### config.mk
export PLATFORM = sky130hd
export DESIGN_NAME = axis_1553_tx_sequencer
export DESIGN_NICKNAME = d
export VERILOG_FILES = /design/src/rtl/axis_1553_pkg.sv /design/src/rtl/axis_1553_out_reg.sv /design/src/rtl/axis_1553_tx_sequencer.sv
export SDC_FILE = /design/constraint.sdc
export NUM_CORES = 1
export LEC_CHECK = 0
export CAP_MARGIN = 25
export CORE_ASPECT_RATIO = 0.6
export CORE_MARGIN = 5
export CORE_UTILIZATION = 50
export DETAILED_ROUTE_END_ITERATION = 10
export PLACE_DENSITY_LB_ADDON = 0.05
export SLEW_MARGIN = 10
export SYNTH_ARGS = -nofsm -noshare
export SYNTH_HDL_FRONTEND = slang
export SYNTH_SLANG_ARGS = --single-unit
### constraint.sdc
create_clock -name aclk -period 2.63 [get_ports aclk]
set_input_delay 0.789 -clock aclk [delete_from_list [all_inputs] [get_ports aclk]]
set_output_delay 0.789 -clock aclk [all_outputs]
set_load 0.01 [all_outputs]
### src/rtl/axis_1553_pkg.sv
// Shared definitions for the 1553 bus-controller transmit path.
// Contents: encoder sync codes, tuser bit positions, command-word field offsets,
// sequencer state enum, the command-word length decoder and a tuser builder.
package axis_1553_pkg;

  // Sync patterns in tuser[7:5]
  localparam logic [2:0] SYNC_CMD  = 3'b100;
  localparam logic [2:0] SYNC_DATA = 3'b010;

  // tuser bit positions
  localparam int unsigned TU_SYNC_LSB = 5;
  localparam int unsigned TU_GAP      = 2;
  localparam int unsigned TU_INV      = 1;
  localparam int unsigned TU_PAR      = 0;

  // Command-word fields: RT[15:11], T/R[10], SA[9:5], WC/MC[4:0]
  localparam int unsigned CW_TR     = 10;
  localparam int unsigned CW_SA_LSB = 5;
  localparam int unsigned CW_WC_LSB = 0;

  typedef enum logic [2:0] {
    StIdle,
    StCmd,
    StData,
    StDone,
    StErr
  } state_e;

  // Number of data words that follow the command word.
  function automatic logic [5:0] wc_decode(input logic [15:0] cmd, input logic sa31_en);
    logic [4:0] sa;
    logic [4:0] wc;
    logic [5:0] rem;
    sa = cmd[CW_SA_LSB +: 5];
    wc = cmd[CW_WC_LSB +: 5];
    if (cmd[CW_TR]) begin
      rem = 6'd0;                       // RT transmits; BC sends the command only
    end else if ((sa == 5'd0) || (sa31_en && (sa == 5'd31))) begin
      rem = {5'd0, wc[4]};              // mode codes 16..31 carry one data word
    end else if (wc == 5'd0) begin
      rem = 6'd32;
    end else begin
      rem = {1'b0, wc};
    end
    return rem;
  endfunction

  function automatic logic [7:0] make_tuser(input logic [2:0] sync, input logic gap,
                                            input logic par);
    logic [7:0] tu;
    tu                    = '0;
    tu[TU_SYNC_LSB +: 3]  = sync;
    tu[TU_GAP]            = gap;
    tu[TU_INV]            = 1'b0;
    tu[TU_PAR]            = par;
    return tu;
  endfunction

endpackage

### src/rtl/axis_1553_out_reg.sv
// AXI-Stream output register (16-bit tdata, 8-bit tuser) with load/hold.
// Ports:
//   aclk, arstn        clock, synchronous active-low reset
//   load_i             capture tdata_i/tuser_i and assert tvalid_o
//   clear_i            drop the held word (only used while tvalid_o is low)
//   tdata_i, tuser_i   word to capture
//   tready_i           downstream ready; an accept empties the register
//   tvalid_o, tdata_o, tuser_o  registered stream outputs
module axis_1553_out_reg (
  input  logic        aclk,
  input  logic        arstn,
  input  logic        load_i,
  input  logic        clear_i,
  input  logic [15:0] tdata_i,
  input  logic [7:0]  tuser_i,
  input  logic        tready_i,
  output logic        tvalid_o,
  output logic [15:0] tdata_o,
  output logic [7:0]  tuser_o
);

  logic        valid_q;
  logic [15:0] data_q;
  logic [7:0]  user_q;

  always_ff @(posedge aclk) begin
    if (!arstn) begin
      valid_q <= 1'b0;
      data_q  <= '0;
      user_q  <= '0;
    end else if (clear_i) begin
      valid_q <= 1'b0;
    end else if (load_i) begin
      // The caller only loads when the register is empty or being accepted.
      valid_q <= 1'b1;
      data_q  <= tdata_i;
      user_q  <= tuser_i;
    end else if (tready_i) begin
      valid_q <= 1'b0;
    end
  end

  assign tvalid_o = valid_q;
  assign tdata_o  = data_q;
  assign tuser_o  = user_q;

endmodule

### src/rtl/axis_1553_tx_sequencer.sv
// 1553 bus-controller transmit sequencer in front of the Manchester encoder.
// Takes one command-word descriptor, derives the message length, then streams
// the command word and the required data words to the encoder with the proper
// sync/gap/parity control in tuser. Aborts on data starvation.
// Ports:
//   aclk, arstn                     clock, synchronous active-low reset
//   s_msg_*                         command descriptor (tuser = parity-error inject)
//   s_dat_*                         data word stream
//   m_axis_*                        encoder stream (tuser = sync/gap/invert/parity)
//   busy                            message in progress
//   msg_done, msg_err               one-cycle completion / timeout pulses
//   err_count                       saturating timeout count
module axis_1553_tx_sequencer
  import axis_1553_pkg::*;
#(
  parameter int unsigned TIMEOUT_CYCLES = 4000,
  parameter bit          MODE_SA31_EN   = 1'b1
) (
  input  logic        aclk,
  input  logic        arstn,
  input  logic [15:0] s_msg_tdata,
  input  logic        s_msg_tuser,
  input  logic        s_msg_tvalid,
  output logic        s_msg_tready,
  input  logic [15:0] s_dat_tdata,
  input  logic        s_dat_tvalid,
  output logic        s_dat_tready,
  output logic [15:0] m_axis_tdata,
  output logic [7:0]  m_axis_tuser,
  output logic        m_axis_tvalid,
  input  logic        m_axis_tready,
  output logic        busy,
  output logic        msg_done,
  output logic        msg_err,
  output logic [7:0]  err_count
);

  localparam int unsigned     TmoW    = (TIMEOUT_CYCLES > 2) ? $clog2(TIMEOUT_CYCLES) : 1;
  localparam logic [TmoW-1:0] TmoLast = TmoW'(TIMEOUT_CYCLES - 1);

  state_e          state_q;
  logic            inj_q;
  logic [5:0]      wc_q;       // total data words in this message
  logic [5:0]      fetched_q;  // data words taken from s_dat
  logic [5:0]      left_q;     // data words not yet accepted by the encoder
  logic [TmoW-1:0] tmo_q;
  logic [7:0]      err_count_q;
  logic            msg_done_q;
  logic            msg_err_q;

  logic        msg_accept;
  logic        dat_accept;
  logic        enc_accept;
  logic        out_free;
  logic        out_load;
  logic        waiting;
  logic        tmo_abort;
  logic        last_fetch;
  logic [5:0]  msg_rem;
  logic [15:0] ld_data;
  logic [7:0]  ld_user;

  // Gated with arstn so no descriptor is offered while reset is held.
  assign s_msg_tready = arstn && (state_q == StIdle);
  assign msg_accept   = s_msg_tvalid && s_msg_tready;
  assign msg_rem      = wc_decode(s_msg_tdata, MODE_SA31_EN);

  assign out_free     = !m_axis_tvalid || m_axis_tready;
  assign enc_accept   = m_axis_tvalid && m_axis_tready;
  assign s_dat_tready = (state_q == StData) && out_free && (fetched_q < wc_q);
  assign dat_accept   = s_dat_tvalid && s_dat_tready;
  assign last_fetch   = (fetched_q == (wc_q - 6'd1));

  // Timeout may only fire with nothing held for the encoder.
  assign waiting   = (state_q == StData) && (fetched_q < wc_q) && !dat_accept;
  assign tmo_abort = waiting && !m_axis_tvalid && (tmo_q == TmoLast);

  assign out_load = msg_accept || dat_accept;

  always_comb begin
    ld_data = s_dat_tdata;
    ld_user = make_tuser(SYNC_DATA, 1'b0, inj_q && last_fetch);
    if (state_q == StIdle) begin
      ld_data = s_msg_tdata;
      // A command-only message carries the parity inject on the command word.
      ld_user = make_tuser(SYNC_CMD, 1'b1, s_msg_tuser && (msg_rem == 6'd0));
    end
  end

  axis_1553_out_reg u_out_reg (
    .aclk     (aclk),
    .arstn    (arstn),
    .load_i   (out_load),
    .clear_i  (tmo_abort),
    .tdata_i  (ld_data),
    .tuser_i  (ld_user),
    .tready_i (m_axis_tready),
    .tvalid_o (m_axis_tvalid),
    .tdata_o  (m_axis_tdata),
    .tuser_o  (m_axis_tuser)
  );

  always_ff @(posedge aclk) begin
    if (!arstn) begin
      state_q     <= StIdle;
      inj_q       <= 1'b0;
      wc_q        <= '0;
      fetched_q   <= '0;
      left_q      <= '0;
      tmo_q       <= '0;
      err_count_q <= '0;
      msg_done_q  <= 1'b0;
      msg_err_q   <= 1'b0;
    end else begin
      msg_done_q <= 1'b0;
      msg_err_q  <= 1'b0;

      if ((state_q != StData) || dat_accept) begin
        tmo_q <= '0;
      end else if (waiting && (tmo_q != TmoLast)) begin
        tmo_q <= tmo_q + TmoW'(1);
      end

      unique case (state_q)
        StIdle: begin
          if (msg_accept) begin
            inj_q     <= s_msg_tuser;
            wc_q      <= msg_rem;
            left_q    <= msg_rem;
            fetched_q <= '0;
            state_q   <= StCmd;
          end
        end
        StCmd: begin
          if (enc_accept) begin
            if (wc_q == 6'd0) begin
              state_q    <= StDone;
              msg_done_q <= 1'b1;
            end else begin
              state_q <= StData;
            end
          end
        end
        StData: begin
          if (dat_accept) begin
            fetched_q <= fetched_q + 6'd1;
          end
          if (tmo_abort) begin
            state_q   <= StErr;
            msg_err_q <= 1'b1;
            if (err_count_q != 8'hFF) begin
              err_count_q <= err_count_q + 8'd1;
            end
          end else if (enc_accept) begin
            left_q <= left_q - 6'd1;
            if (left_q == 6'd1) begin
              state_q    <= StDone;
              msg_done_q <= 1'b1;
            end
          end
        end
        StDone, StErr: begin
          state_q <= StIdle;
        end
        default: begin
          state_q <= StIdle;
        end
      endcase
    end
  end

  assign busy      = (state_q != StIdle);
  assign msg_done  = msg_done_q;
  assign msg_err   = msg_err_q;
  assign err_count = err_count_q;

endmodule

==> run metrics <==
Initial Util=0.5242; worst reg-to-reg setup slack=340 ps; asr flop ratio synth=0; IO Count=76; GP Congestion=0.9085; # DRC=0; share of layout cells above drive strength 1=0.1566; endpoints failing setup=0; first-pass GRT wire length=16100 um; Port Buf Inserts=71; Net Switching=544.2 uW; HP Class=flop to flop; largest net degree at the start of global routing=35; Crit Path Category=flop to primary output; average wire per standard cell=16.67 um; WP data required=1840 ps; Logic pwr share=0.148; internal power=1.576 mW; commonest non-fill, non-tap cell in the layout=clkdlybuf4s50_1; Cells after Synth=399; hold depth=2; DIE HEIGHT=72.70 um; Switching Fraction=0.2567; status=completed; Leak Pwr=1.659 nW; # rows=22; CTS root buffer=clkbuf_8; vias=3365; Distinct cells, synth=49; register area share after synthesis=0.3911; Final min period=2610 ps; CTS tree=built; Final Hold Fails=0; Post-Syn Area=3276 um2; Worst Path Arrival=1820 ps; Syn. warnings=0; Clk network pwr share=0.375; Horiz. Die Dim=114.5 um; Worst Setup Start Kind=flop; Final Cycle Share=0.9924; later-pin clock latency in the skew report=350 ps; Setup crit start=state_q[2]; Nets=558; vias per inst=5.655; Seq. cell area=1286 um2; clk_skew=10.94 ps; fmax=0.3831 GHz; DR pass1 iterations=5; worst r2r path cells=8; PnR Total Power=2.120 mW; ys flop type=dfxtp_1; Post-synth EDFFs=0; Die ar.=8323 um2; clock buffer depth=2; total congestion overflow=0; Total Wirelength=9917 um; post-route ant nets=0; P per Cell Area=464.1 nW/um2; H-tree levels=3; Synth Register Bits=64; area delta synth->final=39.46%; number of global-route vias before repair=3256; Final Max Slew Viols=0; multi-input logic area=1893 um2; Crit. End Element=primary output; CTS buffer count=9; DP HPWL=7238 um; Max rail drop VDD=291.3 uV; Clock Pin Slew Worst Setup and Hold Paths=70 ps; leading cell types in the layout, fill and taps excluded=clkdlybuf4s50_1, dfxtp_1, buf_4; Reg-to-Reg End=fetched_q[5]; R2R Path Start=state_q[2]; Mapped Avg Cell Area=8.210 um2; RSZ-0062 raised after global routing=yes; Filler cells=476; Worst Setup EP=s_dat_tready; Tot GR Track Use=0.2443; Worst Path Max Fanout=2; relative slew slack=0.5603; worst hold slack=454.9 ps; sequential power share=0.477; Slew @ Worst Pin=656.5 ps; ant diodes=0; CTS sink cnt=64; core area=6248 um2; DRC violation total after the first TritonRoute iteration=281; initial antenna violation count=0; Final Core Density=0.7311; maxcap violations=0
-- cell families (layout without fill, tap and decap cells) --
family | Yosys count | in the layout | share of synthesized area
simple gates | 167 | 167 | 0.2617
other cells | 1 | 4 | 0.001145
fa+ha+maj | 12 | 12 | 0.04584
mux | 4 | 4 | 0.01222
xor+xnor | 23 | 23 | 0.06150
compound gates | 92 | 92 | 0.1742
buf+inv | 36 | 145 | 0.05233
flops | 64 | 64 | 0.3911
-- power groups by stage --
| stage | Sequential [mW] | Combinational, mW | Clock (mW) |
|---|---|---|---|
| 3_3_place_gp | 1.03 | 0.295 | 0 |
| 5_1_grt | 1.01 | 0.340 | 0.843 |
| 6_report | 1.01 | 0.314 | 0.794 |
| 2_1_floorplan | 1.04 | 0.132 | 0 |
| 4_1_cts | 1.01 | 0.303 | 0.805 |
| 3_5_place_dp | 1.03 | 0.301 | 0 |
-- through the flow --
stage                     TNS (ps)  cells  instance area [um2]  setup slack, ps
final                            0    595                 4568            19.87
after global routing        -22.78    595                 4568           -17.84
after CTS                   -81.84    594                 4514           -81.84
after detailed placement     -8395    580                 4322           -373.1
after global placement       -5588    580                 4322           -339.1
after floorplan                  0    402                 3287            297.4
-- critical path: stages (launching register included) --
cell      delay, ps
dfxtp_2         330
or3b_4          420
a211oi_4        270
and3_1          220
and2_4          150
buf_6            90
-- Yosys cell counts, drive strengths merged (2+ instances only) --
cell type / count / area (um2)
nand2b: 2 / 12.51
xnor2: 16 / 140.1
a31oi: 4 / 25.02
o31ai: 2 / 15.01
o41ai: 2 / 17.52
buf: 15 / 92.59
a211oi: 7 / 65.06
nand4: 14 / 108.9
a21oi: 34 / 170.2
mux2i: 4 / 40.04
or3: 9 / 56.30
or2: 2 / 12.51
ha: 12 / 150.1
o211ai: 3 / 22.52
o2111ai: 2 / 17.52
o21ai: 19 / 95.09
nand2: 40 / 150.1
clkbuf: 7 / 26.28
and2: 3 / 18.77
nand3: 21 / 110.1
and3: 5 / 31.28
nor2: 38 / 145.1
inv: 13 / 48.80
xor2: 7 / 61.31
dfxtp: 64 / 1281
nor3: 18 / 90.09
nor4b: 3 / 26.28
a22oi: 16 / 120.1
nor4: 4 / 25.02
-- worst min path at each step --
stage | from | end
2_1_floorplan | inj_q | inj_q
3_3_place_gp | u_out_reg.tdata_o[15] | u_out_reg.tdata_o[15]
3_5_place_dp | inj_q | inj_q
4_1_cts | u_out_reg.tdata_o[13] | u_out_reg.tdata_o[13]
5_1_grt | u_out_reg.tdata_o[3] | u_out_reg.tdata_o[3]
6_report | u_out_reg.tdata_o[14] | u_out_reg.tdata_o[14]
-- sequential cells by signal, summed over array words and instances, names as in the netlist, 3 cells and up --
| register | count |
|---|---|
| err_count | 8 |
| wc_q | 6 |
| fetched_q | 6 |
| u_out_reg.tdata_o | 16 |
| u_out_reg.tuser_o | 3 |
| left_q | 6 |
| state_q | 3 |
| tmo_q | 12 |
-- cell type report --
type / instances / share of cell area
clock buffers: 9 / 0.02712
multi-input cells: 302 / 0.4144
repair buffers: 117 / 0.2314
flip-flops and latches: 64 / 0.2816
inverters: 14 / 0.01150
well taps: 84 / 0.02301
clock inverters: 5 / 0.01096
-- what timing repair did --
action,4_1_cts,5_1_grt
hold buffers,0,0
setup buffers,0,1
pin swaps,1,4
endpoints found under the setup margin,2,22
gates resized for setup,6,14
-- routing by layer --
| metal | vias to the layer above | wire (um) | global-route usage |
|---|---|---|---|
| met2 | 133 | 4108 | 0.3533 |
| met3 | 11 | 871 | 0.08285 |
| met5 | - | 0 | 0 |
| li1 | 1641 | - | - |
| met4 | 0 | 97 | 0.06851 |
| met1 | 1580 | 4839 | 0.3455 |
Note: power is estimated with default switching activity, not from simulation.
==> edit 1: new RTL, same settings <==
The parameter `MODE_SA31_EN` goes from 1'b1 to 1'b0.
--- a/src/rtl/axis_1553_tx_sequencer.sv
+++ b/src/rtl/axis_1553_tx_sequencer.sv
@@ -15,5 +15,5 @@
 #(
   parameter int unsigned TIMEOUT_CYCLES = 4000,
-  parameter bit          MODE_SA31_EN   = 1'b1
+  parameter bit          MODE_SA31_EN   = 1'b0
 ) (
   input  logic        aclk,
Function: changed (a bounded check fails within 4 cycles, from zero or initial values and one cycle with arstn low).
==> edit 1 against the original RTL <==
- first-iteration DRC count down 21%
- synthesized area down 0.84%
- critical path depth down 1
- sequential cell count unchanged
- power down 3.2%
- final area down 2.2%
- routed wire length down 4.6%
- setup slack better by 110 ps
- die area down 0.75%
- largest power group unchanged
==> edit 1: results (changes against the original RTL) <==
GRT
  – Via count of the first global-routing pass: 3158 (-3.0%)
  – GRT Resource Usage Total: 0.2323 (-0.01201)
  – Met3 routing resource usage after global routing: 0.08417 (+0.001317)
  – Met2 Use GR: 0.3320 (-0.02128)
  – Met1 Resource Use GR: 0.3252 (-0.02032)
  – First-pass GRT wire length: 15.28 mm (-5.1%)

Place
  – Placement Setup Slack: -229.7 ps (+143.5 ps)
  – HPWL reported at the end of detailed placement: 7.030 mm (-2.9%)
  – Post-detailed-placement cell area: 4292 um2 (-0.69%)
  – Placer congestion estimate: 0.8535 (-6.1%)

Power and ir drop
  – Peak ir drop on the vdd network: 0.0003175 V (+9.0%)
  – Final Power: 2.053 mW (-3.2%)
  – Total leakage power: 1.576 nW (-5.0%)
  – Total clock network power: 0.748 mW (-5.8%)
  – Internal cell power: 1.533 mW (-2.7%)

Yosys
  – Number of different library cells in the post-synthesis netlist: 52 (+6.1%)
  – Sequential cell area fraction in the yosys report: 0.3945 (+0.003315)
  – Synth area leaders: sky130_fd_sc_hd__dfxtp_1 39%, sky130_fd_sc_hd__a21oi_1 6.0%, sky130_fd_sc_hd__ha_1 4.6%
  – Synth cell count leaders: 64 x sky130_fd_sc_hd__dfxtp_1, 39 x sky130_fd_sc_hd__a21oi_1, 35 x sky130_fd_sc_hd__nand2_1, 27 x sky130_fd_sc_hd__nand3_1, 27 x sky130_fd_sc_hd__nor2_1
  – Post-Syn Area per Cell: 8.182 um2 (-0.34%)

Layout
  – Layout cell share with drive strength beyond 1: 0.1315 (-0.02508)
  – Fill cells: 524 (+10%)
  – Number of nets at the end of the flow: 548 (-1.8%)
  – Final core utilization: 0.7184 (-0.01265)

STA
  – Slew margin rel.: 0.5813 (+0.02102)
  – PnR worst setup slack: 134.1 ps (+114.2 ps)
  – Clock Skew: 8.292 ps (-2.648 ps)
  – Final-layout worst hold slack: 457.1 ps (+2.171 ps)

Worst setup path
  – Max incr delay on CP: 490 ps (+70 ps)
  – Flop2flop setup slack: 210 ps (-130 ps)
  – Arrival time reported for the critical path endpoint: 1710 ps (-110 ps)
  – Critical Path Fanout Max: 2 (unchanged)
  – Delay-heaviest family, CP: buffers and inverters
  – Master of the slowest instance on the critical path: sky130_fd_sc_hd__clkdlybuf4s50_1

Route
  – DRC marker count from the first detailed-route iteration: 222 (-21%)
  – Routed WL per cell: 16.15 um (-3.1%)
  – Routed length on met3: 634 um (-27%)
  – Drt via density: 5.780 (+2.2%)
  – Via count: 3387 (+0.65%)
  – Routed met2 length: 4.062 mm (-1.1%)
  – DRT met1 WL: 4.646 mm (-4.0%)

CTS
  – Post-CTS Resized: 4 (-2)
  – Inserted Clock Buffers: 9 (unchanged)

Status
  – Run status: complete, no violations
## edit 1: cell families (layout without fill, tap and decap cells)
logic type / Yosys count / in the layout / synth area share
simple gates: 160 / 160 / 0.2550
xor+xnor: 15 / 15 / 0.04044
mux: 2 / 2 / 0.006164
flops: 64 / 64 / 0.3945
compound gates: 104 / 104 / 0.2049
fa+ha+maj: 12 / 12 / 0.04622
other cells: 1 / 4 / 0.001155
buf+inv: 39 / 141 / 0.05161
## edit 1: final cells by class
type,count,share of cell area
Multi-Input combinational cell,297,0.4110
Tap cell,84,0.02352
Timing Repair Buffer,109,0.2270
Sequential cell,64,0.2870
Clock buffer,15,0.03723
Inverter,17,0.01428
## edit 1: worst paths after layout
path | startpoint | to | cells past startpoint
setup / recovery | arstn | s_msg_tready | 4
hold / removal | u_out_reg.tdata_o[13] | u_out_reg.tdata_o[13] | 2
setup reg to reg | tmo_q[0] | err_count[5] | 6
hold reg to reg | u_out_reg.tdata_o[13] | u_out_reg.tdata_o[13] | 2
==> edit 2: new RTL, config.mk and constraints unchanged <==
Without the edit above. Re-encode `state_e` (5 states) as one-hot, 5 bits wide.
--- a/src/rtl/axis_1553_pkg.sv
+++ b/src/rtl/axis_1553_pkg.sv
@@ -19,10 +19,10 @@
   localparam int unsigned CW_WC_LSB = 0;
 
-  typedef enum logic [2:0] {
-    StIdle,
-    StCmd,
-    StData,
-    StDone,
-    StErr
+  typedef enum logic [4:0] {
+    StIdle = 5'b00001,
+    StCmd  = 5'b00010,
+    StData = 5'b00100,
+    StDone = 5'b01000,
+    StErr  = 5'b10000
   } state_e;
 
Function: same outputs for any inputs over 4 cycles, from zero or initial values and one cycle with arstn low; so few cycles prove little.
==> edit 2 against the original RTL <==
- register-to-register slack worse by 60 ps
- power is 27% higher
- setup slack better by 49 ps
- sequential cell count is 2 higher
- critical path type unchanged
- synthesized area is 4.9% higher
- final area is 6.9% higher
- routed wire length is 3.6% higher
- critical endpoint unchanged
- count of clock-buffer cells in the layout is 4 higher
==> edit 2: results (changes against the original RTL) <==
Status
  – Run status: complete, no violations

Worst setup path
  – Flop2flop setup slack: 280 ps (-60 ps)
  – Master of the slowest instance on the critical path: sky130_fd_sc_hd__dfxtp_1
  – Arrival time reported for the critical path endpoint: 1770 ps (-50 ps)
  – Critical Path Fanout Max: 3 (+1)
  – Reg2reg start: wc_q[5]

GRT
  – Via count of the first global-routing pass: 3220 (-1.1%)
  – GRT Resource Usage Total: 0.2415 (-0.002749)
  – First-pass GRT wire length: 16.24 mm (+0.86%)

Yosys
  – Compound-gate portion of the synthesized area: 0.2163 (+0.04214)
  – Post-synthesis mux area share: 0.01457 (+0.002344)
  – Area share of xor/xnor cells in the synthesized design: 0.02039 (-0.04110)
  – Synth area leaders: sky130_fd_sc_hd__dfxtp_1 38%, sky130_fd_sc_hd__a21oi_1 6.6%, sky130_fd_sc_hd__nand3_1 5.1%
  – Number of different library cells in the post-synthesis netlist: 59 (+20%)
  – Sequential cell area fraction in the yosys report: 0.3846 (-0.006579)

Power and ir drop
  – P_sw: 0.6447 mW (+18%)
  – Clock share of power: 0.451 (+0.076)
  – Total leakage power: 1.764 nW (+6.3%)
  – Seq power: 1.06 mW (+5%)
  – Peak ir drop on the vdd network: 0.0005328 V (+83%)

STA
  – Worst-Margin Slew: 655.5 ps (-0.9623 ps)

CTS
  – Clock slew at reported path FFs: 50 ps (-20 ps)
  – Clock network latency to the later pin of the worst-skew pair: 330 ps (-20 ps)

Place
  – Placer congestion estimate: 0.9374 (+3.2%)
  – HPWL reported at the end of detailed placement: 7.530 mm (+4.0%)

Layout
  – Fill cells: 522 (+9.7%)

Route
  – Routed WL per cell: 16.73 um (+0.40%)
  – DRC marker count from the first detailed-route iteration: 257 (-8.5%)
-- edit 2: cell count changes after synthesis, sizes merged, moves of 4 or more --
cell | unedited run | this run
xnor2 | 16 | 5
or3 | 9 | 15
xor2 | 7 | 3
buf | 15 | 7
a21oi | 34 | 45
o31ai | 2 | 6
clkbuf | 7 | 20
a211oi | 7 | 0
nor3 | 18 | 14
nor2 | 38 | 13
or4 | 1 | 8
nand2 | 40 | 33
nand3 | 21 | 35
-- edit 2: layout make-up --
cell class / instances / area, um2 / area share
clock buffers: 13 / 270.3 / 0.05534
clock inverters: 2 / 35.03 / 0.007174
inverters: 13 / 48.80 / 0.009992
multi-input cells: 313 / 2013 / 0.4122
flip-flops and latches: 66 / 1323 / 0.2708
well taps: 87 / 108.9 / 0.02229
repair buffers: 120 / 1085 / 0.2221
-- edit 2: repair_timing --
| item | CTS | global route |
|---|---|---|
| hold buffers | 0 | 0 |
| setup endpoints to repair | 2 | 3 |
| gates resized for setup | 7 | 7 |
| pin swaps | 1 | 4 |
| hold endpoints to repair | 0 | 0 |
-- edit 2: per-stage QoR --
step           setup WS [ps]  area, um2  hold slack [ps]  cells  power, mW
2_1_floorplan          251.2       3447            434.2    419      1.277
3_3_place_gp          -305.0       4531            453.2    599      1.477
3_5_place_dp          -304.7       4531            458.5    599      1.488
4_1_cts                5.439       4840            464.3    614      2.706
5_1_grt                5.455       4883            485.8    614      2.801
6_report               68.68       4883            464.0    614      2.700
-- edit 2: per-layer routing --
layer / global-route usage / vias to the layer above / part of all wire
met2: 0.3327 / 129 / 0.43
li1: - / 1775 / -
met5: 0 / - / 0
met1: 0.3527 / 1701 / 0.48
met3: 0.08211 / 12 / 0.080
met4: 0.07761 / 0 / 0.010
